[src/rtl/nmi_conditioner.sv]
// nmi_conditioner: turns CHANNELS raw active-low NMI sources into one Z80 NMI pulse.
// Each source is synchronised, debounced and edge-captured. All captured edges
// merge into one fixed-width NMI pulse. Every pulse is followed by a hold-off window.
// Ports:
//   CLK       system clock, rising edge
//   RESETN    synchronous active-low reset
//   NMIN_SRC  raw active-low sources, asynchronous to CLK
//   EN        per-channel enable; low clears pending and blocks capture
//   CLR       per-channel one-cycle clear strobe for CAUSE/OVR
//   NMI       registered active-low NMI to the CPU
//   CAUSE     sticky: channel contributed to an NMI pulse
//   OVR       sticky: edge arrived while the channel was already pending
//   BUSY      high while a pulse or hold-off window is in progress
module nmi_conditioner #(
    parameter int unsigned CHANNELS        = 2,
    parameter int unsigned SYNC_STAGES     = 2,
    parameter int unsigned DEBOUNCE_CYCLES = 16,
    parameter int unsigned PULSE_CYCLES    = 8,
    parameter int unsigned HOLDOFF_CYCLES  = 32
) (
    input  logic                CLK,
    input  logic                RESETN,
    input  logic [CHANNELS-1:0] NMIN_SRC,
    input  logic [CHANNELS-1:0] EN,
    input  logic [CHANNELS-1:0] CLR,
    output logic                NMI,
    output logic [CHANNELS-1:0] CAUSE,
    output logic [CHANNELS-1:0] OVR,
    output logic                BUSY
);

    localparam int unsigned DBW  = $clog2(DEBOUNCE_CYCLES + 1);
    localparam int unsigned TMAX = (PULSE_CYCLES > HOLDOFF_CYCLES) ? PULSE_CYCLES : HOLDOFF_CYCLES;
    localparam int unsigned CW   = $clog2(TMAX + 1);

    localparam logic [DBW-1:0] DB_LAST    = DBW'(DEBOUNCE_CYCLES - 1);
    localparam logic [CW-1:0]  PULSE_LOAD = CW'(PULSE_CYCLES - 1);
    // Only used when a hold-off window exists; avoids an underflowed load otherwise
    localparam logic [CW-1:0]  HOLD_LOAD  = CW'((HOLDOFF_CYCLES > 0) ? (HOLDOFF_CYCLES - 1) : 0);

    typedef enum logic [1:0] {
        ST_IDLE    = 2'd0,
        ST_PULSE   = 2'd1,
        ST_HOLDOFF = 2'd2
    } state_e;

    logic [CHANNELS-1:0]          sync_q [SYNC_STAGES];
    logic [CHANNELS-1:0]          s_c;
    logic [CHANNELS-1:0]          stable_q, stable_d;
    logic [CHANNELS-1:0][DBW-1:0] dcnt_q, dcnt_d;
    logic [CHANNELS-1:0]          fall_c;
    logic [CHANNELS-1:0]          pending_q, pending_d;
    logic [CHANNELS-1:0]          cause_q, cause_d;
    logic [CHANNELS-1:0]          ovr_q, ovr_d;
    state_e                       state_q, state_d;
    logic [CW-1:0]                cnt_q, cnt_d;
    logic                         nmi_q, nmi_d;
    logic                         busy_q, busy_d;
    logic                         consume_c;

    // Synchroniser chain per channel; idle level is high
    always_ff @(posedge CLK) begin
        if (!RESETN) begin
            for (int k = 0; k < SYNC_STAGES; k++) sync_q[k] <= '1;
        end else begin
            sync_q[0] <= NMIN_SRC;
            for (int k = 1; k < SYNC_STAGES; k++) sync_q[k] <= sync_q[k-1];
        end
    end

    assign s_c = sync_q[SYNC_STAGES-1];

    // Debounce: accept a new level only after DEBOUNCE_CYCLES consecutive differing samples
    always_comb begin
        stable_d = stable_q;
        dcnt_d   = dcnt_q;
        fall_c   = '0;
        for (int i = 0; i < CHANNELS; i++) begin
            if (s_c[i] == stable_q[i]) begin
                dcnt_d[i] = '0;
            end else if (dcnt_q[i] == DB_LAST) begin
                stable_d[i] = s_c[i];
                dcnt_d[i]   = '0;
                // s differs from stable, so an old level of 1 means a 1->0 transition
                fall_c[i]   = stable_q[i];
            end else begin
                dcnt_d[i] = dcnt_q[i] + DBW'(1);
            end
        end
    end

    // Pulse / hold-off sequencer
    always_comb begin
        state_d   = state_q;
        cnt_d     = cnt_q;
        nmi_d     = nmi_q;
        busy_d    = busy_q;
        consume_c = 1'b0;
        case (state_q)
            ST_IDLE: begin
                if (|pending_q) begin
                    consume_c = 1'b1;
                    nmi_d     = 1'b0;
                    busy_d    = 1'b1;
                    cnt_d     = PULSE_LOAD;
                    state_d   = ST_PULSE;
                end
            end
            ST_PULSE: begin
                if (cnt_q == '0) begin
                    nmi_d = 1'b1;
                    if (HOLDOFF_CYCLES == 0) begin
                        busy_d  = 1'b0;
                        state_d = ST_IDLE;
                    end else begin
                        cnt_d   = HOLD_LOAD;
                        state_d = ST_HOLDOFF;
                    end
                end else begin
                    cnt_d = cnt_q - CW'(1);
                end
            end
            ST_HOLDOFF: begin
                if (cnt_q == '0) begin
                    busy_d  = 1'b0;
                    state_d = ST_IDLE;
                end else begin
                    cnt_d = cnt_q - CW'(1);
                end
            end
            default: begin
                nmi_d   = 1'b1;
                busy_d  = 1'b0;
                state_d = ST_IDLE;
            end
        endcase
    end

    // Pending and sticky flags; a fresh edge beats a same-cycle consume, a set beats CLR
    always_comb begin
        pending_d = EN & ((pending_q & ~{CHANNELS{consume_c}}) | fall_c);
        ovr_d     = (ovr_q & ~CLR) | (EN & fall_c & pending_q & ~{CHANNELS{consume_c}});
        cause_d   = (cause_q & ~CLR) | (consume_c ? pending_q : '0);
    end

    always_ff @(posedge CLK) begin
        if (!RESETN) begin
            stable_q  <= '1;
            dcnt_q    <= '0;
            pending_q <= '0;
            cause_q   <= '0;
            ovr_q     <= '0;
            state_q   <= ST_IDLE;
            cnt_q     <= '0;
            nmi_q     <= 1'b1;
            busy_q    <= 1'b0;
        end else begin
            stable_q  <= stable_d;
            dcnt_q    <= dcnt_d;
            pending_q <= pending_d;
            cause_q   <= cause_d;
            ovr_q     <= ovr_d;
            state_q   <= state_d;
            cnt_q     <= cnt_d;
            nmi_q     <= nmi_d;
            busy_q    <= busy_d;
        end
    end

    assign NMI   = nmi_q;
    assign BUSY  = busy_q;
    assign CAUSE = cause_q;
    assign OVR   = ovr_q;

endmodule

[config.mk]
export PLATFORM = sky130hd
export DESIGN_NAME = nmi_conditioner
export DESIGN_NICKNAME = d
export VERILOG_FILES = /design/src/rtl/nmi_conditioner.sv
export SDC_FILE = /design/constraint.sdc
export NUM_CORES = 1
export LEC_CHECK = 0
export CELL_PAD_IN_SITES_DETAIL_PLACEMENT = 1
export CELL_PAD_IN_SITES_GLOBAL_PLACEMENT = 2
export CORE_MARGIN = 1.5
export CORE_UTILIZATION = 34
export CTS_CLUSTER_DIAMETER = 30
export DETAILED_ROUTE_END_ITERATION = 7
export PLACE_DENSITY_LB_ADDON = 0.1
export RECOVER_POWER = 50
export SLEW_MARGIN = 20
export SYNTH_ARGS = -nofsm -noshare
export SYNTH_HDL_FRONTEND = slang
export SYNTH_SLANG_ARGS = --single-unit
[constraint.sdc]
create_clock -name CLK -period 2.21 [get_ports CLK]
set_clock_uncertainty 0.1 [all_clocks]
set_input_delay 0.663 -clock CLK [delete_from_list [all_inputs] [get_ports CLK]]
set_output_delay 0.663 -clock CLK [all_outputs]
set_load 0.005 [all_outputs]
Yosys cells after proc, flatten, opt, wreduce, memory -nomap -nowiden
Memory sizes are Yosys's and may differ from the RTL's.
Cells that the tools add are included.
Widths: inputs -> output; s select.
{ "op_classes": {"n_bitwise": 19, "n_eq_ne": 10, "add_sub_neg": 3, "muxes": 25, "n_reduce_logical": 12} }
{ "op_table": {"columns": ["cell", "count"], "rows": [
  ["$mux 6", 3],
  ["$pmux 6 s3", 1],
  ["$and 2x2->2", 7],
  ["$mux 1", 12],
  ["$mux 2", 6],
  ["$reduce_and 3->1", 4],
  ["$add 5x1->5 const B", 2],
  ["$eq 5x4->1 const B", 2],
  ["$ne 2x2->1 const B", 4],
  ["$logic_not 6->1", 1],
  ["$or 2x2->2", 3],
  ["$pmux 1 s3", 2],
  ["$pmux 2 s3", 1],
  ["$reduce_or 3->1", 2],
  ["$sub 6x1->6 const B", 1],
  ["$not 1->1", 5],
  ["$not 2->2", 2],
  ["$reduce_and 2->1", 2],
  ["$reduce_bool 3->1", 1],
  ["$eq 1x1->1", 2],
  ["$eq 2x1->1 const B", 1],
  ["$eq 2x2->1 const B", 1],
  ["$logic_not 2->1", 1],
  ["$or 1x1->1", 2],
  ["$reduce_or 2->1", 1]
]} }
{ "totals": {"out_inout_bits": 6, "word_cells": 81, "memories": 1, "ramBits": 4, "ff_bits": 28} }
{ "memory_table": {"columns": ["name", "words", "word_bits", "read_ports", "rd_clocked_by_memory_dff", "wr", "line_no", "rtl"], "rows": [
  ["sync_q", 2, 2, 2, 0, 2, "47", "logic [CHANNELS-1:0] sync_q [SYNC_STAGES];"]
]} }

Depth between registers and ports, before layout
{ "depth": {"ltp_word": 7, "mapped_depth": 7, "mapped_depth_nobuf": 7} }

Worst setup path after synthesis
OpenSTA, ideal clock, no wires.
{ "synth_timing": {"path_type": "register to register", "start": "reg state_q[0]", "end": "reg cnt_q[3]", "stages_incl_launch_ff": 7, "required_ns": 2.036, "path_buffers": 0, "path_slack_ns": 0.401, "arrival_time_ns": 1.635, "cell_sequence": "dfxtp_1 -> inv_1 -> ha_1 -> nor3b_4 -> or3b_4 -> o31a_1 -> o22ai_2"} }
{ "synth_via": {"elab_chain_cells": 3, "word_cells_on_any_way": 8, "cone_classes": "eq/ne (4); mux (1); reduce/logical (3)"} }
{ "synth_lines": {"columns": ["item", "line_no", "rtl"], "rows": [
  ["from (decl)", "55", "state_e state_q, state_d;"],
  ["from (signal assigned)", "163", "state_q <= state_d;"],
  ["$eq 2x2->1, or another cell as far along", "99", "case (state_q)"],
  ["$ne 2x2->1 (no line) / $reduce_bool 3->1 (equally long branches)", null, null],
  ["$reduce_and 3->1 (no line)", null, null],
  ["to (signal assigned)", "164", "cnt_q <= cnt_d;"],
  ["to (decl)", "56", "logic [CW-1:0] cnt_q, cnt_d;"]
]} }
Several ways; a longest one is shown, not always the timed one.
A chain may end at the register's enable or synchronous reset.

Worst setup path in the final report
{ "layout_timing": {"start": "reg state_q[0]", "end": "reg nmi_q, in the netlist NMI"} }
{ "layout_via": {"elab_chain_cells": 3, "word_cells_on_any_way": 8, "cone_classes": "eq/ne (4); mux (1); bitwise (1); reduce/logical (2)"} }
{ "layout_lines": {"columns": ["item", "line_no", "rtl"], "rows": [
  ["$eq 2x1->1, or another cell as far along", "99", null],
  ["$ne 2x2->1 (no line) / $not 1->1 (equally long branches)", null, null],
  ["$reduce_and 3->1 (no line)", null, null],
  ["to (signal assigned)", "165", "nmi_q <= nmi_d;"],
  ["to (decl)", "57", "logic nmi_q, nmi_d;"]
]} }
Several ways; a longest one is shown, not always the timed one.

==> impl_metrics.py <==
metrics = {
    "timing": {
        "rsz0062_at_grt": "false",
        "finalSetupViolCount": 0,
        "max_freq_mhz": 503.9,
        "hold_viol": 0,
        "finalSetupTns_ps": 0,
        "worst_pin_slew_ps": 521.0,
        "maxSlewViolCount": 0,
        "period_minus_slack_ps": 1985,
        "fin_crit_sh_pct": 89.80,
        "whs_ps": 317.1,
        "max_slew_margin_pct": 65.20,
    },
    "power": {
        "comb_power_share_pct": 10.5,
        "p_switching_w": 0.0003001,
        "leakagePower_nw": 0.6871,
        "seqPwrFrac_pct": 50.0,
        "pwr-share-clk_pct": 39.5,
        "intPower_w": 0.0008993,
        "vdd_ir_drop_max_v": 0.0003216,
        "swShare_pct": 25.02,
        "power_density_mw_per_mm2": 679.9,
    },
    "cts": {
        "cts_made_buffers": 5,
        "clock_path_buffers": 2,
        "cts_tree": "yes",
        "post-cts-setup-buffers": 0,
        "clockRootBuffer": "clkbuf_8",
        "cts.sinks": 32,
        "cts_hold_buf": 0,
        "htree_num_levels": 2,
        "cts_resized": 0,
        "worstSkewPairLatency_ps": 280,
        "path_clk_slew_ps": 70,
    },
    "drt": {
        "routed_wl_mm": 2.936,
        "firstDrtPassIters": 4,
        "vias_per_cell": 4.978,
        "drc": 0,
        "antenna_left": 0,
        "detail_route.wl_per_cell_um": 12.66,
        "vias": 1155,
        "drt-initial-drc-count": 47,
    },
    "layout": {
        "final_cell_mix": "32 x dfxtp_1, 21 x nor2_1, 13 x nand2_1",
        "design_area_mm2": 0.001764,
        "regArea_um2": 640.6,
        "diodes": 0,
        "finalNonFillerCells": 232,
        "drive_above_1_share_pct": 8.242,
        "final_common_cell": "dfxtp_1",
        "final_net_count": 199,
        "multi_input_area_um2": 764.5,
        "syn_to_final_growth_pct": 21.03,
        "nFillCells": 489,
    },
    "worst_setup_path": {
        "start_kind": "flop",
        "cp.required_ps": 2260,
        "path_class": "flop to flop",
        "setup.worst_path.start": "state_q[0]",
        "end_kind": "flop",
        "cp_max_fo": 7,
        "arrival_ps": 2030,
        "r2r-start": "state_q[0]",
        "reg2regPathDepth": 6,
    },
    "floorplanning": {
        "die_w_um": 68.48,
        "boundaryPins": 14,
        "initial_utilization_pct": 35.92,
        "core_area_mm2": 0.004058,
        "die_y_um": 68.48,
        "num_rows": 23,
        "die-area_mm2": 0.004689,
    },
    "synthesis": {
        "synth.net_count": 179,
        "synthFlopType": "dfxtp_1",
        "synthDistinctLibCells": 35,
        "yosysSeqAreaShare_pct": 43.95,
        "syn_area_mm2": 0.001458,
        "yosys.area.top_type": "dfxtp_1",
        "syn_avg_cell_area_um2": 9.054,
        "synth_top_area_share_pct": 43.95,
        "synth-edff-count": 0,
        "ys_ff_latch": 32,
        "async_flop_share_pct": 0,
        "synthCells": 161,
        "synth_warnings": 0,
        "ys_top_cells_by_area": "dfxtp_1 44%, ha_1 8.6%, nor2_1 5.4%",
    },
    "global_route": {
        "grt_use_total_pct": 14.12,
        "grt_max_degree": 22,
        "grt_pass1_vias": 1132,
        "antenna_found_initial": 0,
        "overflow": 0,
        "grt_pass1_wl_mm": 4.905,
    },
    "placed_design": {
        "dp_hpwl_mm": 2.213,
        "io_buffers": 13,
        "placedCellCount": 224,
        "place_congestion": 0.6877,
        "dpl_cell_area_mm2": 0.001670,
    },
    "run": {
        "cap_violations": 0,
    },
    "run_status": {
        "outcome": "completed",
    },
    "min_path": {
        "hold_depth": 1,
        "hold_class": "flop to flop",
        "hp-start": "sync_q[0][1]",
    },
}
[power by group through the flow]
stage          combinational [W]  sequential, W  clock [W]
6_report                0.000126       0.000600   0.000473
5_1_grt                 0.000142       0.000601   0.000524
4_1_cts                 0.000128       0.000600   0.000494
3_5_place_dp            0.000127       0.000613          0
3_3_place_gp            0.000123       0.000612          0
2_1_floorplan          0.0000821       0.000610          0
[worst max-delay path: stages (launching register included)]
cell and delay (ps):
dfxtp_1 370, inv_1 90, ha_1 280, nor2_1 420
a21oi_1 210, o31ai_1 230, o311ai_0 150
[state kept, by name, indices dropped and copies added (netlist names), 2 cells and up]
register   flops
sync_q         4
dcnt_q        10
CAUSE          2
state_q        2
cnt_q          6
stable_q       2
pending_q      2
OVR            2
[Yosys cell counts (2+ instances only)]
| cell | number |
|---|---|
| a21boi_1 | 3 |
| a21oi_1 | 4 |
| a22oi_1 | 3 |
| and3_1 | 3 |
| clkbuf_1 | 2 |
| dfxtp_1 | 32 |
| ha_1 | 10 |
| inv_1 | 12 |
| nand2_1 | 13 |
| nand2b_1 | 6 |
| nand3_1 | 5 |
| nand3b_1 | 2 |
| nor2_1 | 21 |
| nor2b_1 | 5 |
| nor3_1 | 6 |
| o21ai_0 | 8 |
| o22ai_1 | 2 |
| o31a_1 | 2 |
| or3_1 | 2 |
| xnor2_1 | 2 |
| xor2_1 | 4 |
[logic make-up (layout without fill, tap and decap cells)]
kind of cell             count (synthesis)  in the layout  share of synthesized area [%]
AO/OA/AOI/OAI                           30             30                          14.59
XOR/XNOR                                 6              6                          3.605
adder cells (fa/ha/maj)                 10             10                          8.584
buffers and inverters                   14             35                          3.605
flip-flops                              32             32                          43.95
AND/OR/NAND/NOR                         69             69                          25.67
[final timing paths]
path                  endpoint  slack, ps
hold / removal    sync_q[0][3]        320
hold reg to reg   sync_q[0][3]        320
setup / recovery           NMI        230
setup reg to reg           NMI        230
[metal layers]
layer	track usage [%]	up-vias	share of wire [%]
met1	17.64	547	49
met3	4.441	4	4.3
li1	-	588	-
met4	4.500	0	0.99
met2	22.96	16	45
met5	0	-	0
[final cells by class]
| class | instances | area share, % |
|---|---|---|
| clock buffers | 7 | 4.894 |
| clock inverters | 1 | 0.4255 |
| inverters | 12 | 2.553 |
| multi-input cells | 115 | 43.33 |
| flip-flops and latches | 32 | 36.31 |
| well taps | 50 | 3.546 |
| repair buffers | 15 | 8.936 |
[per-stage QoR]
| step | power, W | utilization, % | setup WS [ps] |
|---|---|---|---|
| after global routing | 0.001266 | 43.48 | 110.5 |
| final | 0.001199 | 43.48 | 225.5 |
| after global placement | 0.0007346 | 41.17 | 287.9 |
| after floorplan | 0.0006923 | - | 400.6 |
| after CTS | 0.001221 | 43.48 | 252.1 |
| after detailed placement | 0.0007398 | 41.17 | 211.8 |
(Power assumes the default switching activity.)
